### src/rtl/main_fsm_if.sv
// rtl/main_fsm_if.sv - control bus between main_fsm and datapath/cond-logic; MAIN_FSM_MEM_WAIT_EN adds MemReady/MemTimeout
interface main_fsm_if #(
  parameter int STATE_W = 4
);
  logic [1:0]         Op;
  logic [5:0]         Funct;
  logic               IRWrite;
  logic               AdrSrc;
  logic [1:0]         ALUSrcA;
  logic [1:0]         ALUSrcB;
  logic [1:0]         ResultSrc;
  logic               ALUOp;
  logic               NextPC;
  logic               RegW;
  logic               MemW;
  logic               Branch;
  logic [STATE_W-1:0] State;
`ifdef MAIN_FSM_MEM_WAIT_EN
  logic               MemReady;
  logic               MemTimeout;

  // FSM side: consumes instruction fields and memory ready, drives controls
  modport slave (
    input  Op, Funct, MemReady,
    output IRWrite, AdrSrc, ALUSrcA, ALUSrcB, ResultSrc, ALUOp,
           NextPC, RegW, MemW, Branch, State, MemTimeout
  );

  // Datapath side: supplies instruction fields and memory ready, observes controls
  modport master (
    output Op, Funct, MemReady,
    input  IRWrite, AdrSrc, ALUSrcA, ALUSrcB, ResultSrc, ALUOp,
           NextPC, RegW, MemW, Branch, State, MemTimeout
  );
`else
  // FSM side: consumes instruction fields, drives controls
  modport slave (
    input  Op, Funct,
    output IRWrite, AdrSrc, ALUSrcA, ALUSrcB, ResultSrc, ALUOp,
           NextPC, RegW, MemW, Branch, State
  );

  // Datapath side: supplies instruction fields, observes controls
  modport master (
    output Op, Funct,
    input  IRWrite, AdrSrc, ALUSrcA, ALUSrcB, ResultSrc, ALUOp,
           NextPC, RegW, MemW, Branch, State
  );
`endif
endinterface

### src/rtl/main_fsm.sv
// rtl/main_fsm.sv - multi-cycle ARM main control FSM; MAIN_FSM_MEM_WAIT_EN adds memory wait/timeout
module main_fsm #(
  parameter int STATE_W  = 4
`ifdef MAIN_FSM_MEM_WAIT_EN
  , parameter int WAIT_MAX = 15
`endif
) (
  input  logic      clk,
  input  logic      reset,
  main_fsm_if.slave bus
);

  typedef enum logic [3:0] {
    FETCH  = 4'd0,
    DECODE = 4'd1,
    MEMADR = 4'd2,
    MEMRD  = 4'd3,
    MEMWB  = 4'd4,
    MEMWR  = 4'd5,
    EXECR  = 4'd6,
    EXECI  = 4'd7,
    ALUWB  = 4'd8,
    BRANCH = 4'd9
  } state_t;

  state_t state_q, state_d;
  logic   ready;      // memory access completes this cycle
  logic   timeout;    // memory access abandoned this cycle
  logic   mem_state;  // states that touch memory and may wait
  logic   no_wb;      // CMP/CMN only set flags

  assign mem_state = (state_q == FETCH) || (state_q == MEMRD) || (state_q == MEMWR);
  assign no_wb     = (bus.Funct[4:1] == 4'b1010) || (bus.Funct[4:1] == 4'b1011);

`ifdef MAIN_FSM_MEM_WAIT_EN
  localparam int CNT_W = $clog2(WAIT_MAX + 1);
  logic [CNT_W-1:0] cnt_q;

  // Ready arriving on the last allowed cycle wins over the timeout
  assign ready   = bus.MemReady;
  assign timeout = mem_state && !bus.MemReady && (cnt_q == CNT_W'(WAIT_MAX));

  // Wait counter: counts waiting cycles, zero whenever a memory state is left or retried
  always_ff @(posedge clk or negedge reset) begin
    if (!reset) begin
      cnt_q <= '0;
    end else if (mem_state && !ready && !timeout) begin
      cnt_q <= cnt_q + CNT_W'(1);
    end else begin
      cnt_q <= '0;
    end
  end

  assign bus.MemTimeout = reset & timeout;
`else
  assign ready   = 1'b1;
  assign timeout = 1'b0;
`endif

  // Next-state selection; memory states hold until ready, timeout drops back to FETCH
  always_comb begin
    state_d = FETCH;
    case (state_q)
      FETCH:  state_d = ready ? DECODE : FETCH;
      DECODE: begin
        case (bus.Op)
          2'b00:   state_d = bus.Funct[5] ? EXECI : EXECR;
          2'b01:   state_d = MEMADR;
          2'b10:   state_d = BRANCH;
          default: state_d = FETCH;
        endcase
      end
      MEMADR: state_d = bus.Funct[0] ? MEMRD : MEMWR;
      MEMRD:  state_d = ready ? MEMWB : (timeout ? FETCH : MEMRD);
      MEMWB:  state_d = FETCH;
      MEMWR:  state_d = (ready || timeout) ? FETCH : MEMWR;
      EXECR,
      EXECI:  state_d = no_wb ? FETCH : ALUWB;
      ALUWB:  state_d = FETCH;
      BRANCH: state_d = FETCH;
      default: state_d = FETCH;
    endcase
  end

  // State register, asynchronously parked in FETCH during reset
  always_ff @(posedge clk or negedge reset) begin
    if (!reset) begin
      state_q <= FETCH;
    end else begin
      state_q <= state_d;
    end
  end

  logic       irwrite, adrsrc, aluop, nextpc, regw, memw, branch;
  logic [1:0] alusrca, alusrcb, resultsrc;

  // Moore decode of the registered state; only the fetch strobes also look at ready
  always_comb begin
    irwrite   = 1'b0;
    adrsrc    = 1'b0;
    alusrca   = 2'b00;
    alusrcb   = 2'b00;
    resultsrc = 2'b00;
    aluop     = 1'b0;
    nextpc    = 1'b0;
    regw      = 1'b0;
    memw      = 1'b0;
    branch    = 1'b0;
    case (state_q)
      FETCH: begin
        irwrite   = ready;
        nextpc    = ready;
        alusrca   = 2'b01;
        alusrcb   = 2'b10;
        resultsrc = 2'b10;
      end
      DECODE: begin
        alusrca   = 2'b01;
        alusrcb   = 2'b10;
        resultsrc = 2'b10;
      end
      MEMADR: alusrcb = 2'b01;
      MEMRD:  adrsrc  = 1'b1;
      MEMWB: begin
        resultsrc = 2'b01;
        regw      = 1'b1;
      end
      MEMWR: begin
        adrsrc = 1'b1;
        memw   = 1'b1;
      end
      EXECR:  aluop = 1'b1;
      EXECI: begin
        alusrcb = 2'b01;
        aluop   = 1'b1;
      end
      ALUWB:  regw = 1'b1;
      BRANCH: begin
        alusrcb   = 2'b01;
        resultsrc = 2'b10;
        branch    = 1'b1;
      end
      default: ;
    endcase
  end

  // Everything reads zero while reset is held, even though the state register holds FETCH
  assign bus.IRWrite   = reset & irwrite;
  assign bus.AdrSrc    = reset & adrsrc;
  assign bus.ALUSrcA   = {2{reset}} & alusrca;
  assign bus.ALUSrcB   = {2{reset}} & alusrcb;
  assign bus.ResultSrc = {2{reset}} & resultsrc;
  assign bus.ALUOp     = reset & aluop;
  assign bus.NextPC    = reset & nextpc;
  assign bus.RegW      = reset & regw;
  assign bus.MemW      = reset & memw;
  assign bus.Branch    = reset & branch;
  assign bus.State     = reset ? STATE_W'(state_q) : '0;

endmodule

### src/flat_wrapper.sv
// flat-port wrapper written by rule: the top's interface ports become plain ports
module main_fsm_flat 
#(
  parameter int STATE_W  = 4

)
  (clk, reset, bus_Op, bus_Funct, bus_IRWrite, bus_AdrSrc, bus_ALUSrcA, bus_ALUSrcB, bus_ResultSrc, bus_ALUOp, bus_NextPC, bus_RegW, bus_MemW, bus_Branch, bus_State);
  main_fsm_if #(.STATE_W(STATE_W)) bus_i ();
  input  logic clk;
  input  logic reset;
  input wire logic [$bits(bus_i.Op)-1:0] bus_Op;
  input wire logic [$bits(bus_i.Funct)-1:0] bus_Funct;
  output wire logic [$bits(bus_i.IRWrite)-1:0] bus_IRWrite;
  output wire logic [$bits(bus_i.AdrSrc)-1:0] bus_AdrSrc;
  output wire logic [$bits(bus_i.ALUSrcA)-1:0] bus_ALUSrcA;
  output wire logic [$bits(bus_i.ALUSrcB)-1:0] bus_ALUSrcB;
  output wire logic [$bits(bus_i.ResultSrc)-1:0] bus_ResultSrc;
  output wire logic [$bits(bus_i.ALUOp)-1:0] bus_ALUOp;
  output wire logic [$bits(bus_i.NextPC)-1:0] bus_NextPC;
  output wire logic [$bits(bus_i.RegW)-1:0] bus_RegW;
  output wire logic [$bits(bus_i.MemW)-1:0] bus_MemW;
  output wire logic [$bits(bus_i.Branch)-1:0] bus_Branch;
  output wire logic [$bits(bus_i.State)-1:0] bus_State;
  assign bus_i.Op = bus_Op;
  assign bus_i.Funct = bus_Funct;
  assign bus_IRWrite = bus_i.IRWrite;
  assign bus_AdrSrc = bus_i.AdrSrc;
  assign bus_ALUSrcA = bus_i.ALUSrcA;
  assign bus_ALUSrcB = bus_i.ALUSrcB;
  assign bus_ResultSrc = bus_i.ResultSrc;
  assign bus_ALUOp = bus_i.ALUOp;
  assign bus_NextPC = bus_i.NextPC;
  assign bus_RegW = bus_i.RegW;
  assign bus_MemW = bus_i.MemW;
  assign bus_Branch = bus_i.Branch;
  assign bus_State = bus_i.State;
  main_fsm #(.STATE_W(STATE_W)) u_core (.clk(clk), .reset(reset), .bus(bus_i));
endmodule
### config.mk
export PLATFORM = sky130hd
export DESIGN_NAME = main_fsm_flat
export DESIGN_NICKNAME = d
export VERILOG_FILES = /design/src/rtl/main_fsm_if.sv /design/src/rtl/main_fsm.sv /design/src/flat_wrapper.sv
export SDC_FILE = /design/constraint.sdc
export NUM_CORES = 1
export LEC_CHECK = 0
export CORE_AREA = 2 2 39 41
export CTS_BUF_LIST = sky130_fd_sc_hd__clkbuf_16
export CTS_CLUSTER_SIZE = 10
export DETAILED_ROUTE_END_ITERATION = 10
export DIE_AREA = 0 0 41 43
export PLACE_DENSITY = 0.7
export SLEW_MARGIN = 10
export SYNTH_ARGS = -nofsm -noshare
export SYNTH_HDL_FRONTEND = slang
export SYNTH_SLANG_ARGS = --single-unit
### constraint.sdc
create_clock -name clk -period 3 [get_ports clk]
set_input_delay 0.45 -clock clk [delete_from_list [all_inputs] [get_ports clk]]
set_output_delay 0.45 -clock clk [all_outputs]
set_load 0.01 [all_outputs]
==> After elaboration in Yosys (flattened, before gate mapping) <==
Cells that the tools add are included.
{ "classes": {"n_eq_ne": 13, "n_reduce_logical": 9, "bitwise_logic": 9, "muxes": 15} }
{ "ops": {"columns": ["operator", "count"], "rows": [
  ["4-bit case mux with 5 select lines", 1],
  ["4-bit by 3-bit equality test with 1-bit output, second input constant", 4],
  ["4-bit equality test, second input constant", 4],
  ["4-bit case mux with 3 select lines", 1],
  ["4-bit by 2-bit equality test with 1-bit output, second input constant", 2],
  ["1-bit 2-to-1 mux", 8],
  ["4-bit 2-to-1 mux", 2],
  ["2-bit case mux with 2 select lines", 2],
  ["2-bit OR reduction", 4],
  ["1-bit AND", 6],
  ["3-bit OR reduction", 2],
  ["2-bit AND", 2],
  ["4-bit by 1-bit equality test with 1-bit output, second input constant", 1],
  ["4-bit logical NOT", 1],
  ["3-bit 2-to-1 mux", 1],
  ["2-bit by 1-bit AND with 2-bit output", 1],
  ["2-bit by 1-bit equality test with 1-bit output, second input constant", 1],
  ["2-bit equality test, second input constant", 1],
  ["2-bit logical NOT", 1],
  ["1-bit logical OR", 1]
]} }
{ "word_totals": {"regBits": 4, "elab_cells": 47} }

==> Depth between registers and ports, before layout <==
Gate-level depths: netlist of run 1.
{ "logic_depth": {"ltp_word": 4, "depth_mapped": 5, "mapped_depth_nobuf": 3} }

==> Worst setup path before layout of run 1 <==
OpenSTA, ideal clock, no wires.
{ "synth_timing": {"path_kind": "register to output", "start": "register u_core.state_q[3]", "end": "output port bus_NextPC", "t_required_ps": 2550, "arrival_ps": 1385, "setup_slack_ps": 1165, "n_path_buf": 2, "path_stages_with_launch": 6, "path_cell_list": "dfrtp_1 buf_6 inv_1 nand2_1 nor4_1 buf_4"} }
{ "synth_between": {"elab_chain_len": 3} }
{ "synth_rtl": {"columns": ["item", "line", "rtl"], "rows": [
  ["start, declared", "main_fsm.sv:26", "state_t state_q, state_d;"],
  ["start signal, assigned", "main_fsm.sv:90", "state_q <= state_d;"],
  ["4-bit logical NOT", null, null],
  ["1-bit 2-to-1 mux", null, null],
  ["1-bit AND", null, null],
  ["end, declared", "flat_wrapper.sv:19", "output wire logic [$bits(bus_i.NextPC)-1:0] bus_NextPC;"]
]} }
No other way between the ends.

==> Worst setup path after layout of run 1 <==
{ "layout_timing": {"start": "input port reset", "end": "output port bus_ResultSrc[1]"} }
{ "layout_between": {"elab_chain_len": 1} }
{ "layout_rtl": {"columns": ["item", "line", "rtl"], "rows": [
  ["start, declared", "flat_wrapper.sv:10", "input logic reset;"],
  ["2-bit AND", "main_fsm.sv:152", "assign bus.ResultSrc = {2{reset}} & resultsrc;"],
  ["end, declared", "flat_wrapper.sv:17", "output wire logic [$bits(bus_i.ResultSrc)-1:0] bus_ResultSrc;"]
]} }
No other way between the ends.

==> out/metrics.cfg, run 1 <==
[run_status]
outcome=completed

[pwr]
power_density_mw_per_mm2=890.3
intPower_w=0.0004002
pwr-share-clk=0.338
p_total_w=0.0006172
p_leak_nw=0.2669
comb_power_share=0.432
switchingPower_w=0.0002169
swShare=0.3515
pwr-share-seq=0.230
ir_drop_v=0.0003776

[layout]
drive_above_1_share=0.08333
final_util=0.5009
nets=84
area_growth_pct=69.94
top_regs=u_core.state_q (4)
regMostFlops=u_core.state_q
antennaDiodeCount=0
fin_cells=88
largest_reg_flops=4

[clock_tree]
clk_latency_ns=0.22
cts_buffer_depth=2
h-tree-depth=1
clockRootBuffer=clkbuf_16
cts_inserted_buffers=3
cts.clk_slew.worst_paths_ns=0.03
cts_tree=built
post_cts_buffers=0
ctsHoldBuffers=0
cts.sinks=4
cts-resized-gates=0

[grt]
track_usage=0.1450
grt_max_degree=15
grt_pass1_vias=382
grt_antenna_before_repair=0
grt_pass1_wl_mm=1.683
grt.overflow.total=0

[timing]
worstMarginPinSlew_ns=0.5170
period_minus_slack_ns=2.508
relSlewSlack=0.6553
final.period_utilization=0.8361
finClkSkew_ns=0.001663
timing.setup.tns_ns=0
hold_viol=0
slew_viol_final=0
final-setup-viol-count=0
fmax_mhz=398.7
rsz0062_at_grt=no
fin_ws_ns=0.4917

[logic_synthesis]
yosysUniqueCellTypes=25
synthCells=51
synth_area_per_cell_um2=7.998
yosysWarnings=0
yosysSeqAreaShare=0.2454
syn_nets=61
ys_ff_latch=4
synth_area_um2=407.9

[routing]
wire_per_inst_um=12.15
drt_first_iter_violations=7
via_per_inst=4.807
ant_nets=0
drt-pass1-iter-count=2
drc=0
drt_wl_total_mm=1.069
vias=423

[job]
drv_cap=0

[critical_path]
crit_slowest_cell=clkdlybuf4s50_1
crit_top_cell=clkdlybuf4s50_1
critPathRequiredTime_ns=2.55
cp_cell_sequence=clkdlybuf4s50_1, inv_1, a2111oi_0, clkdlybuf4s50_1
crit_buf_inv=3
endpoint_kind=output pin
cp_top_family=buffers and inverters
critPathMaxStageDelay_ns=0.62
start_kind=primary input
crit_type=in -> out
worstPathMaxFanout=5
arrival_ns=2.06

[worst_hold_path]
hold_path_class=in -> async

[placement]
dpl_worst_slack_ns=0.5014
place.gp.congestion=0.7180
place_hpwl_um=782.5
io_buffers=24
dpl.cell_count=85

[floorplanning]
pin_count=27
core_mm2=0.001384
num_rows=14
fp.dieH_um=43
initial_core_util=0.2948
die_w_um=41
dieArea_mm2=0.001763

==> layout make-up <==
type	count	area [um2]
timing repair buffer	25	247.7
sequential	4	100.1
fill	144	690.7
multi-input combinational	37	239.0
inverter	3	11.26
clock buffer	3	75.07
tap	16	20.02
==> power by group through the flow <==
stage | Sequential [W] | Clock [W] | Combinational [W]
floorplan | 0.0000894 | 0 | 0.000228
detailed placement | 0.000143 | 0 | 0.000268
finish | 0.000142 | 0.000209 | 0.000267
global route | 0.000149 | 0.000216 | 0.000292
global placement | 0.000141 | 0 | 0.000264
CTS | 0.000142 | 0.000211 | 0.000269
==> synthesized netlist by cell type <==
| library cell | number | area share |
|---|---|---|
| a2111oi_0 | 1 | 0.021 |
| a211oi_1 | 1 | 0.018 |
| a21oi_1 | 1 | 0.012 |
| a31oi_1 | 1 | 0.015 |
| a41o_1 | 1 | 0.025 |
| and2_1 | 2 | 0.031 |
| buf_2 | 1 | 0.012 |
| buf_4 | 4 | 0.074 |
| buf_6 | 2 | 0.055 |
| conb_1 | 1 | 0.0092 |
| dfrtp_1 | 4 | 0.25 |
| inv_1 | 3 | 0.028 |
| nand2_1 | 3 | 0.028 |
| nand2b_1 | 2 | 0.031 |
| nand2b_4 | 1 | 0.034 |
| nand3_1 | 1 | 0.012 |
| nor2_1 | 6 | 0.055 |
| nor3_1 | 5 | 0.061 |
| nor3b_1 | 2 | 0.037 |
| nor4_1 | 2 | 0.031 |
| nor4_4 | 1 | 0.052 |
| o21ai_0 | 1 | 0.012 |
| o31ai_1 | 1 | 0.018 |
| or4_1 | 1 | 0.018 |
| xnor2_1 | 3 | 0.064 |
==> worst paths after layout <==
kind	start	to	slack [ns]	cells after the start
min in group clk	u_core.state_q[3]	u_core.state_q[0]	0.59	1
setup reg to reg	u_core.state_q[1]	u_core.state_q[3]	1.66	3
max in group asynchronous	reset	u_core.state_q[0]	2.32	2
hold reg to reg	u_core.state_q[3]	u_core.state_q[0]	0.59	1
hold / removal	reset	u_core.state_q[2]	0.56	2
setup / recovery	reset	bus_ResultSrc[1]	0.49	4
==> layout by cell type (no fill, tap or decap) <==
cell type and n:
nand2b_4 1, nor2_1 6, nand2_1 3, or4_1 1, conb_1 1, nor4_1 2
nand2b_1 2, dfrtp_1 4, a211oi_1 1, a41o_1 1, a31oi_1 1, buf_4 1
inv_1 3, nor3b_1 2, and2_1 2, nor3_1 5, a2111oi_0 1, clkbuf_16 3
o31ai_1 1, o21ai_0 1, nor4_4 1, a21oi_1 1, xnor2_1 3, nand3_1 1
clkdlybuf4s50_1 24
==> routing by layer <==
metal,GRT usage,part of all wire
met1,0.1753,0.42
met2,0.2031,0.50
met3,0.05236,0.068
met4,0.1000,0.010
met5,0,0
==> kinds of logic after synthesis <==
kind of cell | synth area share
simple gates | 0.3895
buf+inv | 0.1687
compound gates | 0.1227
flops | 0.2454
xor+xnor | 0.06443
other cells | 0.009194
==> per-stage QoR <==
step	instance area, um2	hold slack, ns
after floorplan	407.9	0.1544
after global placement	618.1	0.5794
after detailed placement	618.1	0.5923
after CTS	693.2	0.5667
after global routing	693.2	0.5762
final	693.2	0.5647
Note: power is estimated with default switching activity, not from simulation.
==> inputs of run 2 (changes only) <==
- clock period: 3 -> 2.5 ns (I/O delays scaled with it)
==> run 2 against run 1 <==
  * Utilization up 0.54 points
  * Combinational power increased by 34%
  * Total power is 22% higher
  * Sequential power is 4% higher
  * Final area is 1.1% higher
  * First-iteration DRC count up 57%
  * Setup slack lost 0.43 ns
  * Sequential cell count did not move
  * Clock power rose by 18%
  * Cell count is 1.1% higher
  * Sequential share of layout area is 0.15 points lower
  * Count of clock-buffer cells in the layout is the same
==> out/metrics.cfg, run 2 (synthesis gave the netlist of run 1 again) <==
[clock_tree]
cts_buffer_depth=2
cts.sinks=4
cts_tree=built
h-tree-depth=1
cts.clk_slew.worst_paths_ns=0.03
clk_latency_ns=0.22
cts-resized-gates=0
post_cts_buffers=0
ctsHoldBuffers=0
cts_inserted_buffers=3
clockRootBuffer=clkbuf_16

[pwr]
comb_power_share=0.476
pwr-share-clk=0.328
pwr-share-seq=0.196
ir_drop_v=0.0004528
swShare=0.3476
intPower_w=0.0004910
power_density_mw_per_mm2=1074
p_total_w=0.0007526
switchingPower_w=0.0002616
p_leak_nw=0.2717

[timing]
period_minus_slack_ns=2.434
hold_viol=0
final-setup-viol-count=0
finClkSkew_ns=0.001640
rsz0062_at_grt=no
worstMarginPinSlew_ns=0.5269
slew_viol_final=0
relSlewSlack=0.6487
fmax_mhz=410.9
final.period_utilization=0.9735
timing.setup.tns_ns=0

[floorplanning]
core_mm2=0.001384
num_rows=14
initial_core_util=0.2948
dieArea_mm2=0.001763
die_w_um=41
fp.dieH_um=43
pin_count=27

[routing]
wire_per_inst_um=11.73
drt_wl_total_mm=1.044
drt_first_iter_violations=11
drt-pass1-iter-count=4
drc=0
ant_nets=0
via_per_inst=4.888
vias=435

[worst_hold_path]
hold_path_class=in -> async

[layout]
nets=85
drive_above_1_share=0.09589
n_fill_cell=141
final_util=0.5063
regMostFlops=u_core.state_q
layout_common_cells=clkdlybuf4s50_1, nor2_1, nor3_1
largest_reg_flops=4
top_regs=u_core.state_q (4)
area_growth_pct=71.78
antennaDiodeCount=0
final_common_cell=clkdlybuf4s50_1

[grt]
grt_pass1_wl_mm=1.752
track_usage=0.1489
grt_max_degree=15
grt_pass1_vias=397
grt.overflow.total=0
grt_antenna_before_repair=0

[critical_path]
crit_path_start=reset
start_kind=primary input
critPathRequiredTime_ns=2.12
endpoint=bus_ResultSrc[1]
r2r-start=u_core.state_q[1]
worstPathMaxFanout=5
reg2reg_depth=3
reg2reg_to=u_core.state_q[3]
crit_type=in -> out
endpoint_kind=output pin
arrival_ns=2.06
rrSetupSlack_ns=1.15

[placement]
place.gp.congestion=0.7627
io_buffers=24
place_hpwl_um=791.5

[job]
drv_cap=0

[run_status]
outcome=completed

[run 2: layer usage]
layer	GRT usage	routed length (um)	vias up
li1	-	-	215
met3	0.06283	82	2
met4	0.06000	6	0
met2	0.1906	482	18
met5	0	0	-
met1	0.2136	474	200
[run 2: worst max-delay path: stages]
cell	delay, ns
clkdlybuf4s50_1	0.50
inv_1	0.12
a2111oi_0	0.44
clkdlybuf4s50_1	0.62
[run 2: area by class of cell]
| cell class | count | area, um2 | area share |
|---|---|---|---|
| inverter | 3 | 11.26 | 0.01607 |
| tap | 16 | 20.02 | 0.02857 |
| clock buffer | 3 | 75.07 | 0.1071 |
| multi-input combinational | 37 | 239.0 | 0.3411 |
| timing repair buffer | 26 | 255.2 | 0.3643 |
| sequential | 4 | 100.1 | 0.1429 |
[run 2: worst min path at each step]
| stage | from | end | slack [ns] |
|---|---|---|---|
| after floorplan | reset | u_core.state_q[0] | 0.08 |
| after global placement | u_core.state_q[3] | u_core.state_q[0] | 0.58 |
| after detailed placement | u_core.state_q[3] | u_core.state_q[0] | 0.60 |
| after CTS | reset | u_core.state_q[1] | 0.50 |
| after global routing | reset | u_core.state_q[1] | 0.52 |
| final | reset | u_core.state_q[1] | 0.50 |
[run 2: power by group through the flow]
stage / Combinational (W) / Sequential (W) / Clock, W
finish: 0.000358 / 0.000148 / 0.000247
global route: 0.000391 / 0.000156 / 0.000257
CTS: 0.000360 / 0.000147 / 0.000250
detailed placement: 0.000359 / 0.000148 / 0
global placement: 0.000355 / 0.000146 / 0
floorplan: 0.000274 / 0.000107 / 0
[run 2: metrics by stage]
stage,setup slack [ns],instance area (um2),hold slack (ns),instances
detailed placement,0.05433,625.6,0.5980,86
finish,0.06627,700.7,0.5027,89
floorplan,0.7402,407.9,0.07941,51
CTS,0.04680,700.7,0.5043,89
global route,0.01744,700.7,0.5204,89
global placement,0.1524,625.6,0.5822,86
==> inputs of run 3 (changes only) <==
- CTS_CLUSTER_SIZE: 10 -> 40
==> results of run 3 <==
Final layout, timing and power as in run 2 (identical DEF).
